==> config.mk <==
export PLATFORM = sky130hd
export DESIGN_NAME = ads886x_capture
export DESIGN_NICKNAME = d
export VERILOG_FILES = /design/src/rtl/ads886x_capture.sv
export SDC_FILE = /design/constraint.sdc
export NUM_CORES = 1
export LEC_CHECK = 0
export BUFFER_PORTS_ARGS = -buffer_cell sky130_fd_sc_hd__buf_2
export CELL_PAD_IN_SITES_DETAIL_PLACEMENT = 2
export CELL_PAD_IN_SITES_GLOBAL_PLACEMENT = 2
export CORE_UTILIZATION = 39
export DETAILED_ROUTE_END_ITERATION = 8
export GPL_TIMING_DRIVEN = 0
export PLACE_DENSITY_LB_ADDON = 0.1
export SLEW_MARGIN = 5
export SYNTH_ARGS = -nofsm -noshare
export SYNTH_HDL_FRONTEND = slang
export SYNTH_SLANG_ARGS = --single-unit
==> constraint.sdc <==
create_clock -name clk -period 5 [get_ports clk]
set_input_delay 0.5 -clock clk [delete_from_list [all_inputs] [get_ports clk]]
set_output_delay 0.5 -clock clk [all_outputs]
set_load 0.03 [all_outputs]
==> src/rtl/ads886x_capture.sv <==
// Capture controller for ADS886x SAR ADCs in 3-wire CS mode: conversion timing, serial readout on a
// divided SCLK, single-shot/continuous triggering and power-of-two averaging, all in the clk domain.
module ads886x_capture #(
  parameter int DATA_W       = 16,
  parameter int CLK_DIV      = 1,
  parameter int CONV_CYCLES  = 61,
  parameter int QUIET_CYCLES = 6,
  parameter int PERIOD       = 100,
  parameter int AVG_LOG2     = 0
) (
  input  logic              clk,
  input  logic              rst,
  input  logic              en,
  input  logic              start,
  output logic              busy,
  output logic [DATA_W-1:0] raw_data,
  output logic              raw_valid,
  output logic [DATA_W-1:0] avg_data,
  output logic              avg_valid,
  output logic              ADC_DIN,
  output logic              ADC_SCLK,
  input  logic              ADC_DOUT,
  output logic              ADC_CONV,
  output logic [2:0]        dbg_state
);

  localparam int TCNT_W = $clog2(PERIOD + 1);
  localparam int DIV_W  = $clog2(CLK_DIV + 1);
  localparam int BIT_W  = $clog2(DATA_W + 1);
  localparam int ACC_W  = DATA_W + AVG_LOG2;
  localparam int CNT_W  = (AVG_LOG2 > 0) ? AVG_LOG2 : 1;

  localparam logic [TCNT_W-1:0] CONV_LAST   = TCNT_W'(CONV_CYCLES - 1);
  localparam logic [TCNT_W-1:0] QUIET_LAST  = TCNT_W'(CONV_CYCLES + QUIET_CYCLES - 1);
  localparam logic [TCNT_W-1:0] PERIOD_LAST = TCNT_W'(PERIOD - 1);
  localparam logic [DIV_W-1:0]  DIV_LAST    = DIV_W'(CLK_DIV - 1);
  localparam logic [BIT_W-1:0]  BIT_LAST    = BIT_W'(DATA_W);
  localparam logic [CNT_W-1:0]  FCNT_LAST   = CNT_W'((1 << AVG_LOG2) - 1);

  typedef enum logic [2:0] {
    S_IDLE  = 3'd0,
    S_CONV  = 3'd1,
    S_QUIET = 3'd2,
    S_SHIFT = 3'd3,
    S_DONE  = 3'd4,
    S_WAIT  = 3'd5
  } state_t;

  state_t              state_q, state_d;
  logic [TCNT_W-1:0]   tcnt_q, tcnt_d;
  logic [DIV_W-1:0]    div_q, div_d;
  logic [BIT_W-1:0]    bit_q, bit_d;
  logic                sclk_q, sclk_d;
  logic                conv_q, conv_d;
  logic [DATA_W-1:0]   shift_q, shift_d;
  logic [DATA_W-1:0]   raw_q, raw_d;
  logic                raw_valid_q, raw_valid_d;
  logic [DATA_W-1:0]   avg_q, avg_d;
  logic                avg_valid_q, avg_valid_d;
  logic [ACC_W-1:0]    acc_q, acc_d;
  logic [CNT_W-1:0]    fcnt_q, fcnt_d;
  logic [ACC_W-1:0]    sum_w;

  always_comb begin
    sum_w = ACC_W'(shift_q) + acc_q;
  end

  // tcnt_q is the cycle index within the frame: 0 at T0, the first cycle with ADC_CONV high.
  always_comb begin
    state_d     = state_q;
    tcnt_d      = tcnt_q + TCNT_W'(1);
    div_d       = div_q;
    bit_d       = bit_q;
    sclk_d      = sclk_q;
    shift_d     = shift_q;
    raw_d       = raw_q;
    raw_valid_d = 1'b0;
    avg_d       = avg_q;
    avg_valid_d = 1'b0;
    acc_d       = acc_q;
    fcnt_d      = fcnt_q;

    case (state_q)
      S_IDLE: begin
        tcnt_d = '0;
        sclk_d = 1'b0;
        if (en || start) begin
          state_d = S_CONV;
        end
      end
      S_CONV: begin
        if (tcnt_q == CONV_LAST) begin
          state_d = S_QUIET;
        end
      end
      S_QUIET: begin
        if (tcnt_q == QUIET_LAST) begin
          state_d = S_SHIFT;
          sclk_d  = 1'b1;
          div_d   = '0;
          bit_d   = '0;
        end
      end
      S_SHIFT: begin
        if (div_q == DIV_LAST) begin
          div_d = '0;
          if (sclk_q) begin
            sclk_d  = 1'b0;
            shift_d = {shift_q[DATA_W-2:0], ADC_DOUT};
            bit_d   = bit_q + BIT_W'(1);
          end else if (bit_q == BIT_LAST) begin
            state_d = S_DONE;
          end else begin
            sclk_d = 1'b1;
          end
        end else begin
          div_d = div_q + DIV_W'(1);
        end
      end
      S_DONE: begin
        raw_d       = shift_q;
        raw_valid_d = 1'b1;
        if (fcnt_q == FCNT_LAST) begin
          avg_d       = DATA_W'(sum_w >> AVG_LOG2);
          avg_valid_d = 1'b1;
          acc_d       = '0;
          fcnt_d      = '0;
        end else begin
          acc_d  = sum_w;
          fcnt_d = fcnt_q + CNT_W'(1);
        end
        // When PERIOD equals the frame length there is no padding, so the next frame starts directly.
        if (en) begin
          if (tcnt_q == PERIOD_LAST) begin
            state_d = S_CONV;
            tcnt_d  = '0;
          end else begin
            state_d = S_WAIT;
          end
        end else begin
          state_d = S_IDLE;
        end
      end
      S_WAIT: begin
        if (tcnt_q == PERIOD_LAST) begin
          state_d = en ? S_CONV : S_IDLE;
          tcnt_d  = '0;
        end
      end
      default: begin
        state_d = S_IDLE;
        tcnt_d  = '0;
        sclk_d  = 1'b0;
      end
    endcase

    conv_d = (state_d == S_CONV);
  end

  always_ff @(posedge clk or posedge rst) begin
    if (rst) begin
      state_q     <= S_IDLE;
      tcnt_q      <= '0;
      div_q       <= '0;
      bit_q       <= '0;
      sclk_q      <= 1'b0;
      conv_q      <= 1'b0;
      shift_q     <= '0;
      raw_q       <= '0;
      raw_valid_q <= 1'b0;
      avg_q       <= '0;
      avg_valid_q <= 1'b0;
      acc_q       <= '0;
      fcnt_q      <= '0;
    end else begin
      state_q     <= state_d;
      tcnt_q      <= tcnt_d;
      div_q       <= div_d;
      bit_q       <= bit_d;
      sclk_q      <= sclk_d;
      conv_q      <= conv_d;
      shift_q     <= shift_d;
      raw_q       <= raw_d;
      raw_valid_q <= raw_valid_d;
      avg_q       <= avg_d;
      avg_valid_q <= avg_valid_d;
      acc_q       <= acc_d;
      fcnt_q      <= fcnt_d;
    end
  end

  assign busy      = (state_q != S_IDLE);
  assign raw_data  = raw_q;
  assign raw_valid = raw_valid_q;
  assign avg_data  = avg_q;
  assign avg_valid = avg_valid_q;
  assign ADC_DIN   = 1'b1;
  assign ADC_SCLK  = sclk_q;
  assign ADC_CONV  = conv_q;
  assign dbg_state = state_q;

endmodule

# Word-level counts from Yosys, hierarchy flattened
# Cells that the tools add are included.
dict set report op_classes {
  addsub 5
  n_eq_ne 13
  mux 31
  n_bitwise 3
  reduce_logical 11
}
# cell n
set ops {}
lappend ops {{two-way mux 3 bit} 9}
lappend ops {{case mux 7 bit (3 select lines)} 1}
lappend ops {{case mux 3 bit (6 select lines)} 1}
lappend ops {{adder 16 bit} 1}
lappend ops {{two-way mux 16 bit} 1}
lappend ops {{two-way mux 5 bit} 3}
lappend ops {{== test 7 bit (second input constant)} 2}
lappend ops {{two-way mux 7 bit} 2}
lappend ops {{two-way mux 1 bit} 11}
lappend ops {{case mux 5 bit (2 select lines)} 1}
lappend ops {{adder 7 x 1 -> 7 bit (second input constant)} 1}
lappend ops {{== test 7 x 6 -> 1 bit (second input constant)} 1}
lappend ops {{== test 3 x 1 -> 1 bit (second input constant)} 2}
lappend ops {{== test 3 x 2 -> 1 bit (second input constant)} 2}
lappend ops {{== test 3 bit (second input constant)} 2}
lappend ops {{!= test 2 bit (second input constant)} 3}
lappend ops {{AND reduction 3 bit} 2}
lappend ops {{OR reduction 3 bit} 2}
lappend ops {{adder 5 x 1 -> 5 bit (second input constant)} 1}
lappend ops {{== test 5 bit (second input constant)} 1}
lappend ops {{AND reduction 2 bit} 2}
lappend ops {{AND reduction 4 bit} 1}
lappend ops {{zero test 3 bit} 1}
lappend ops {{inverter 1 bit} 3}
lappend ops {{other kinds (6)} 7}
dict set report totals {
  register_bits 85
  inputBits 5
  output_inout_bits 41
  elab_cells 76
}

# Depth between registers and ports, before layout
# Gate-level depths: netlist of run 1.
dict set report depth {
  word_depth 6
  depth_mapped 6
  depth_no_buf 6
}

# Least setup slack after synthesis of run 1
# OpenSTA, ideal clock, no wires.
dict set report synth_timing {
  path_type {flip-flop to flip-flop}
  start {reg state_q[2] (netlist: dbg_state[2])}
  end {reg raw_q[0] (netlist: raw_data[0])}
  setup_ns 0.125
  t_arrival_ns 1.815
  t_required_ns 4.875
  slack_ns 3.060
  path_stages_with_launch 6
  path_buffers 2
  synth_period_minus_slack_ns 1.940
  cell_sequence {dfrtp_1 > buf_2 > inv_1 > nor3_2 > buf_4 > mux2_2}
}
dict set report synth_between {
  elab_chain_cells 1
}
# item line_no
set synth_lines {}
lappend synth_lines {{start, declared} 49} ;# state_t state_q, state_d;
lappend synth_lines {{start signal, assigned} 176} ;# state_q <= state_d;
lappend synth_lines {{== test 3 bit} 83} ;# case (state_q)
lappend synth_lines {{end signal, assigned} 183} ;# raw_q <= raw_d;
lappend synth_lines {{end, declared} 56} ;# logic [DATA_W-1:0] raw_q, raw_d;
# No other way between the ends.
# A chain may end at the register's enable or synchronous reset.

# Worst setup path after layout of run 1
dict set report layout_timing {
  start {reg state_q[2] (netlist: dbg_state[2])}
  end {reg raw_q[2] (netlist: raw_data[2])}
}
# The elaborated chain is that of the path after synthesis.

==> results of run 1 <==
[sequential cells by signal, summed over array words and instances (netlist names)]
signal / cells
raw_data: 16
avg_valid: 1
ADC_CONV: 1
shift_q: 16
tcnt_q: 7
bit_q: 5
dbg_state: 3
ADC_SCLK: 1
[per-stage QoR]
| step | cell area [µm²] | setup slack (ns) | hold WS, ns | instances |
|---|---|---|---|---|
| after floorplan | 2336 | 3.060 | 0.4520 | 192 |
| after global placement | 2646 | 2.720 | 0.4837 | 308 |
| after detailed placement | 2666 | 2.804 | 0.4998 | 309 |
| after CTS | 2756 | 2.778 | 0.2338 | 317 |
| after global routing | 2756 | 2.701 | 0.2478 | 317 |
| final | 2756 | 2.839 | 0.2222 | 317 |
[final timing paths]
kind                         startpoint           to  slack (ns)  cells after the start
setup / recovery           dbg_state[2]  raw_data[2]        2.84                      5
hold / removal                      rst     bit_q[2]        0.22                      2
setup reg to reg           dbg_state[2]  raw_data[2]        2.84                      5
hold reg to reg               tcnt_q[0]    tcnt_q[0]        0.51                      1
max in group asynchronous           rst  shift_q[15]        4.27                      3
min in group clk               ADC_DOUT   shift_q[0]        0.44                      2
[layout by cell type (no fill, tap or decap), drive strengths merged, types with 2 or more instances in the layout]
| cell type | n |
|---|---|
| nand3 | 4 |
| a21oi | 2 |
| clkinv | 2 |
| mux2 | 32 |
| nor3 | 3 |
| ha | 5 |
| clkbuf | 7 |
| nor2b | 5 |
| inv | 8 |
| dfrtp | 50 |
| a211oi | 2 |
| o21a | 2 |
| o311ai | 2 |
| buf | 69 |
| a21o | 2 |
| nand2b | 3 |
| xor2 | 6 |
| nand2 | 6 |
| nor2 | 14 |
| nand4 | 4 |
| xnor2 | 3 |
[cells by family (layout without fill, tap and decap cells)]
kind of cell / after synthesis / count (layout)
DFF: 50 / 50
muxes: 32 / 32
buffers and inverters: 34 / 87
xor gates and xnor gates: 9 / 9
AOI/OAI and AO/OA: 16 / 16
other: 1 / 1
adders and majority gates: 5 / 5
and+or+nand+nor: 45 / 45
[critical path, cell delays in order (launching register included)]
cell	delay [ns]
sky130_fd_sc_hd__dfrtp_1	0.35
sky130_fd_sc_hd__buf_2	0.21
sky130_fd_sc_hd__inv_1	0.15
sky130_fd_sc_hd__nor3_2	0.65
sky130_fd_sc_hd__buf_4	0.32
sky130_fd_sc_hd__mux2_2	0.37
[area by class of cell]
type | count | area (µm²) | area share, %
Buffer | 26 | 173.9 | 6.310
Multi-Input combinational cell | 108 | 880.8 | 31.96
Tap cell | 72 | 90.09 | 3.268
Inverter | 8 | 30.03 | 1.089
Timing Repair Buffer | 45 | 240.2 | 8.715
Sequential cell | 50 | 1251 | 45.39
Clock buffer | 5 | 68.82 | 2.497
Clock inverter | 3 | 21.27 | 0.7717
[report_power, final]
part	internal, mW	total, mW	leakage, nW	switching (mW)
clock network	0.0986	0.239	0.0441	0.141
logic	0.00351	0.0135	0.755	0.00994
registers	0.404	0.404	0.679	0
[metal layers]
metal	track usage, %	share of wire [%]	wire [µm]	up-vias
li1	-	-	-	742
met1	21.81	42	2271	802
met2	35.78	53	2863	35
met3	3.429	3.3	175	7
met4	5.091	1.4	74	0
met5	0	0	0	-
==> impl_metrics.ini, run 1 <==
[placed_design]
dpl.hpwl_um = 4241
gp_congestion = 0.8064
io_buffer_count = 44

[power]
finalPower_mw = 0.6569
leakage_nw = 1.478
peakVddDrop_uv = 104.9
p_per_area_nw_per_um2 = 238.3

[worst_setup_path]
worst_setup_path_start_kind = flop
crit_fanout = 10
crit_type = flop to flop
worst-endpoint-required_ns = 5.19
critical_path_arrival_ns = 2.35
endpoint_kind = flop

[sta]
report.final.hold_viol_count = 0
rsz0062_at_grt = false
timing.setup.tns_ns = 0
max_slew_margin_pct = 50.59
skew_ns = 0.005643
timing.fmax_mhz = 462.8
min_period_ns = 2.161
tightestPinTransition_ns = 0.7371
final-setup-viol-count = 0
min_period_over_period_pct = 43.21
report.final.slew_viol_count = 0

[global_route]
number_of_antenna_violations_at_the_first_check_in_global_routing = 0
global_route.overflow_total = 0
grtUsageTotal_pct = 18.98
grt_start_max_net_pins = 30
global_route_wire_length_before_repair_um = 9045
vias_in_the_first_global_route = 1807

[synth]
flops_latches_synth = 50
async_flop_share_pct = 100.0
synth.most_common_cell = sky130_fd_sc_hd__dfrtp_1
ys_types = 38
post_synth.cell_area_avg_um2 = 12.17
seq_area_frac_synth_pct = 53.56
synthCells = 192
synthSimpleGateAreaFrac_pct = 10.93
main_combinational_cell_family_by_area_after_synthesis = multiplexers
synth-compound-area-share_pct = 5.142
synth_warnings = 0
synth-edff-count = 0
muxShareOfSynthArea_pct = 15.43
post_synth_top_flop = sky130_fd_sc_hd__dfrtp_1
synthTopCellsByCount = 50 x sky130_fd_sc_hd__dfrtp_1, 32 x sky130_fd_sc_hd__mux2_2, 19 x sky130_fd_sc_hd__buf_4, 14 x sky130_fd_sc_hd__nor2_1, 8 x sky130_fd_sc_hd__inv_1
synthesis.area_um2 = 2336
yosys.area_share.xor_xnor_pct = 3.374
synth_fa_ha_area_share_pct = 2.678
synthDominantCellAreaShare_pct = 53.56
synth_area_leaders = sky130_fd_sc_hd__dfrtp_1 54%, sky130_fd_sc_hd__mux2_2 15%, sky130_fd_sc_hd__buf_4 6.1%
synth_top_area_cell = sky130_fd_sc_hd__dfrtp_1
synth_nets = 202

[clock_tree]
clockRootBuffer = sky130_fd_sc_hd__clkbuf_8
tritoncts_num_sinks = 50
worstSkewPairLatency_ns = 0.30
hold_buf_count_cts = 0
cts_buffers = 5
cts.clk_slew.worst_paths_ns = 0.10
tritoncts_clock_tree = done
cts_resized = 0
post-cts-setup-buffers = 0
clock_tree_buf_depth = 2
cts_max_level = 2

[layout]
layout.filler_cells = 595
layout.nets = 254
drive_gt1_share_pct = 45.71
insertedDiodeCount = 0
final_core_density_pct = 48.86
area_overhead_of_the_layout_relative_to_synthesis_pct = 18.00

[routing]
avgViaCountPerCell = 5.003
drtIter0Drc = 15
route.final.wire_length_um = 5384
number_of_vias_after_detailed_routing = 1586
postRouteAntennaNets = 0
firstDrtPassIters = 4
routedWlPerCell_um = 16.98
detail_route.drc_violations = 0

[floorplan]
width_of_the_die_um = 79.40
floorplan.die_area_um2 = 6304
die_height_um = 79.40
fp.coreArea_um2 = 5642
design.portCount = 46
num_rows = 27
starting_density_of_the_core_pct = 41.41

[outcome]
run_status = complete, no violations

[worst_hold_path]
holdCritPathClass = primary input to async pin

[run]
cap_viol_max_count = 0
Note: power is estimated with default switching activity, not from simulation.
==> inputs of run 2 (changes only) <==
--- a/config.mk
+++ b/config.mk
@@ -8,7 +8,7 @@
 export BUFFER_PORTS_ARGS = -buffer_cell sky130_fd_sc_hd__buf_2
 export CELL_PAD_IN_SITES_DETAIL_PLACEMENT = 2
 export CELL_PAD_IN_SITES_GLOBAL_PLACEMENT = 2
-export CORE_UTILIZATION = 39
+export CORE_UTILIZATION = 36
 export DETAILED_ROUTE_END_ITERATION = 8
 export GPL_TIMING_DRIVEN = 0
 export PLACE_DENSITY_LB_ADDON = 0.1
==> constraint.sdc (replaced) <==
create_clock -name clk -period 2.1 [get_ports clk]
set_input_delay 0.21 -clock clk [delete_from_list [all_inputs] [get_ports clk]]
set_output_delay 0.21 -clock clk [all_outputs]
set_load 0.03 [all_outputs]
==> run 2 against run 1 <==
Clock skew hardly changed. Register-to-register slack worse by 2.7 ns. Via count is 2.0% lower. Critical endpoint is now raw_data[1]. Sequential cell count stayed put. Combinational power grew to 2.5 times the previous value. Sequential share of layout area is 0.73 points lower. Clock power grew to 2.9 times the previous value.
==> impl_metrics.ini, run 2 (same netlist as run 1, synthesis figures left out) <==
[worst_setup_path]
critical_path.cell_chain = buf_2 > inv_1 > nor3_4 > buf_4 > mux2_2
endpoint_kind = flop
crit_fanout = 10
crit_type = flop to flop
timing.critical_path.buf_inv = 3
critical_path_arrival_ns = 2.13
critPathSlowestCell = sky130_fd_sc_hd__nor3_4
worst_setup_path_start_kind = flop
worst_path_dominant_cell_family = buffers and inverters
worst-endpoint-required_ns = 2.28
reg2reg_setup_slack_ns = 0.16
cp_slowest_stage_delay_ns = 0.47

[placed_design]
pre_cts_slack_ns = -0.06219
place_inst = 312
placement.cell_area_um2 = 2670
io_buffer_count = 44
dpl.hpwl_um = 3516
gp_congestion = 0.7921

[clock_tree]
tritoncts_num_sinks = 50
cts_buffers = 5
clock_tree_buf_depth = 2
clockRootBuffer = sky130_fd_sc_hd__clkbuf_8
post-cts-setup-buffers = 0
cts_max_level = 2
tritoncts_clock_tree = done
worstSkewPairLatency_ns = 0.30
cts.clk_slew.worst_paths_ns = 0.08

[global_route]
vias_in_the_first_global_route = 1662
grtUsageTotal_pct = 16.27
number_of_antenna_violations_at_the_first_check_in_global_routing = 0
grt_start_max_net_pins = 40
global_route_wire_length_before_repair_um = 8162
global_route.overflow_total = 0

[sta]
worst_slack_ns = 0.1552
tightestPinTransition_ns = 0.4953
rsz0062_at_grt = false
final-setup-viol-count = 0
min_period_over_period_pct = 92.61
max_slew_margin_pct = 66.50
report.final.slew_viol_count = 0
timing.fmax_mhz = 514.2
hold-worst-slack_ns = 0.1455
timing.setup.tns_ns = 0
skew_ns = 0.005906
report.final.hold_viol_count = 0
min_period_ns = 1.945

[layout]
insertedDiodeCount = 0
drive_gt1_share_pct = 45.90
final_common_cell = sky130_fd_sc_hd__dfrtp_1
final_cells = 319
layout.nets = 254
layout.filler_cells = 649
finalInstanceArea_um2 = 2801
area_overhead_of_the_layout_relative_to_synthesis_pct = 19.93
final_core_density_pct = 45.96
final_cell_mix = 50 x sky130_fd_sc_hd__dfrtp_1, 48 x sky130_fd_sc_hd__buf_2, 32 x sky130_fd_sc_hd__mux2_2, 19 x sky130_fd_sc_hd__buf_4, 14 x sky130_fd_sc_hd__nor2_1

[power]
peakVddDrop_uv = 246.1
p_per_area_nw_per_um2 = 599.7
finalPower_mw = 1.680
leakage_nw = 1.491

[routing]
avgViaCountPerCell = 4.875
number_of_vias_after_detailed_routing = 1555
firstDrtPassIters = 4
route.final.wire_length_um = 4802
postRouteAntennaNets = 0
routedWlPerCell_um = 15.05
drtIter0Drc = 25
detail_route.drc_violations = 0

[floorplan]
design.portCount = 46
die_height_um = 82.56
floorplan.die_area_um2 = 6815
starting_density_of_the_core_pct = 38.32
num_rows = 28
width_of_the_die_um = 82.56
fp.coreArea_um2 = 6096

[run]
cap_viol_max_count = 0

[worst_hold_path]
holdCritPathClass = primary input to flop

[outcome]
run_status = complete, no violations
## run 2: changes by cell type in the layout (fill, tap and decap cells not counted), sizes merged
cell	change
dlygate4sd3	+1
bufinv	+1
clkinv	-2
clkinvlp	-1
## run 2: final timing paths
check / startpoint / endpoint / depth (start not counted)
min in group asynchronous: rst / raw_data[0] / 3
worst max register to register: dbg_state[2] / raw_data[1] / 5
worst max-delay path: dbg_state[2] / raw_data[1] / 5
max in group asynchronous: rst / raw_data[12] / 4
worst min-delay path: ADC_DOUT / shift_q[0] / 2
worst min register to register: tcnt_q[0] / tcnt_q[0] / 1
## run 2: per-layer routing
layer / share of wire [%] / global-route usage (%)
met3: 3.3 / 3.407
met5: 0 / 0
met4: 1.2 / 5.345
met2: 50 / 28.68
met1: 45 / 19.74
## run 2: layout make-up
cell class | instances | area, µm² | share of cell area [%]
Tap cell | 75 | 93.84 | 3.350
Clock inverter | 1 | 30.03 | 1.072
Timing Repair Buffer | 46 | 250.2 | 8.933
Buffer | 25 | 170.2 | 6.074
Inverter | 8 | 30.03 | 1.072
Clock buffer | 6 | 82.58 | 2.948
Sequential cell | 50 | 1251 | 44.66
Multi-Input combinational cell | 108 | 893.4 | 31.89
## run 2: power by group
group	switching (mW)	internal [mW]	total (mW)
sequential	0	0.962	0.962
combinational	0.0242	0.00965	0.0339
clock	0.303	0.381	0.684
## run 2: timing repair
item,CTS,global route
endpoints found under the hold margin,11,0
endpoints found under the setup margin,10,18
hold buffers,1,0
gates resized for setup,2,1
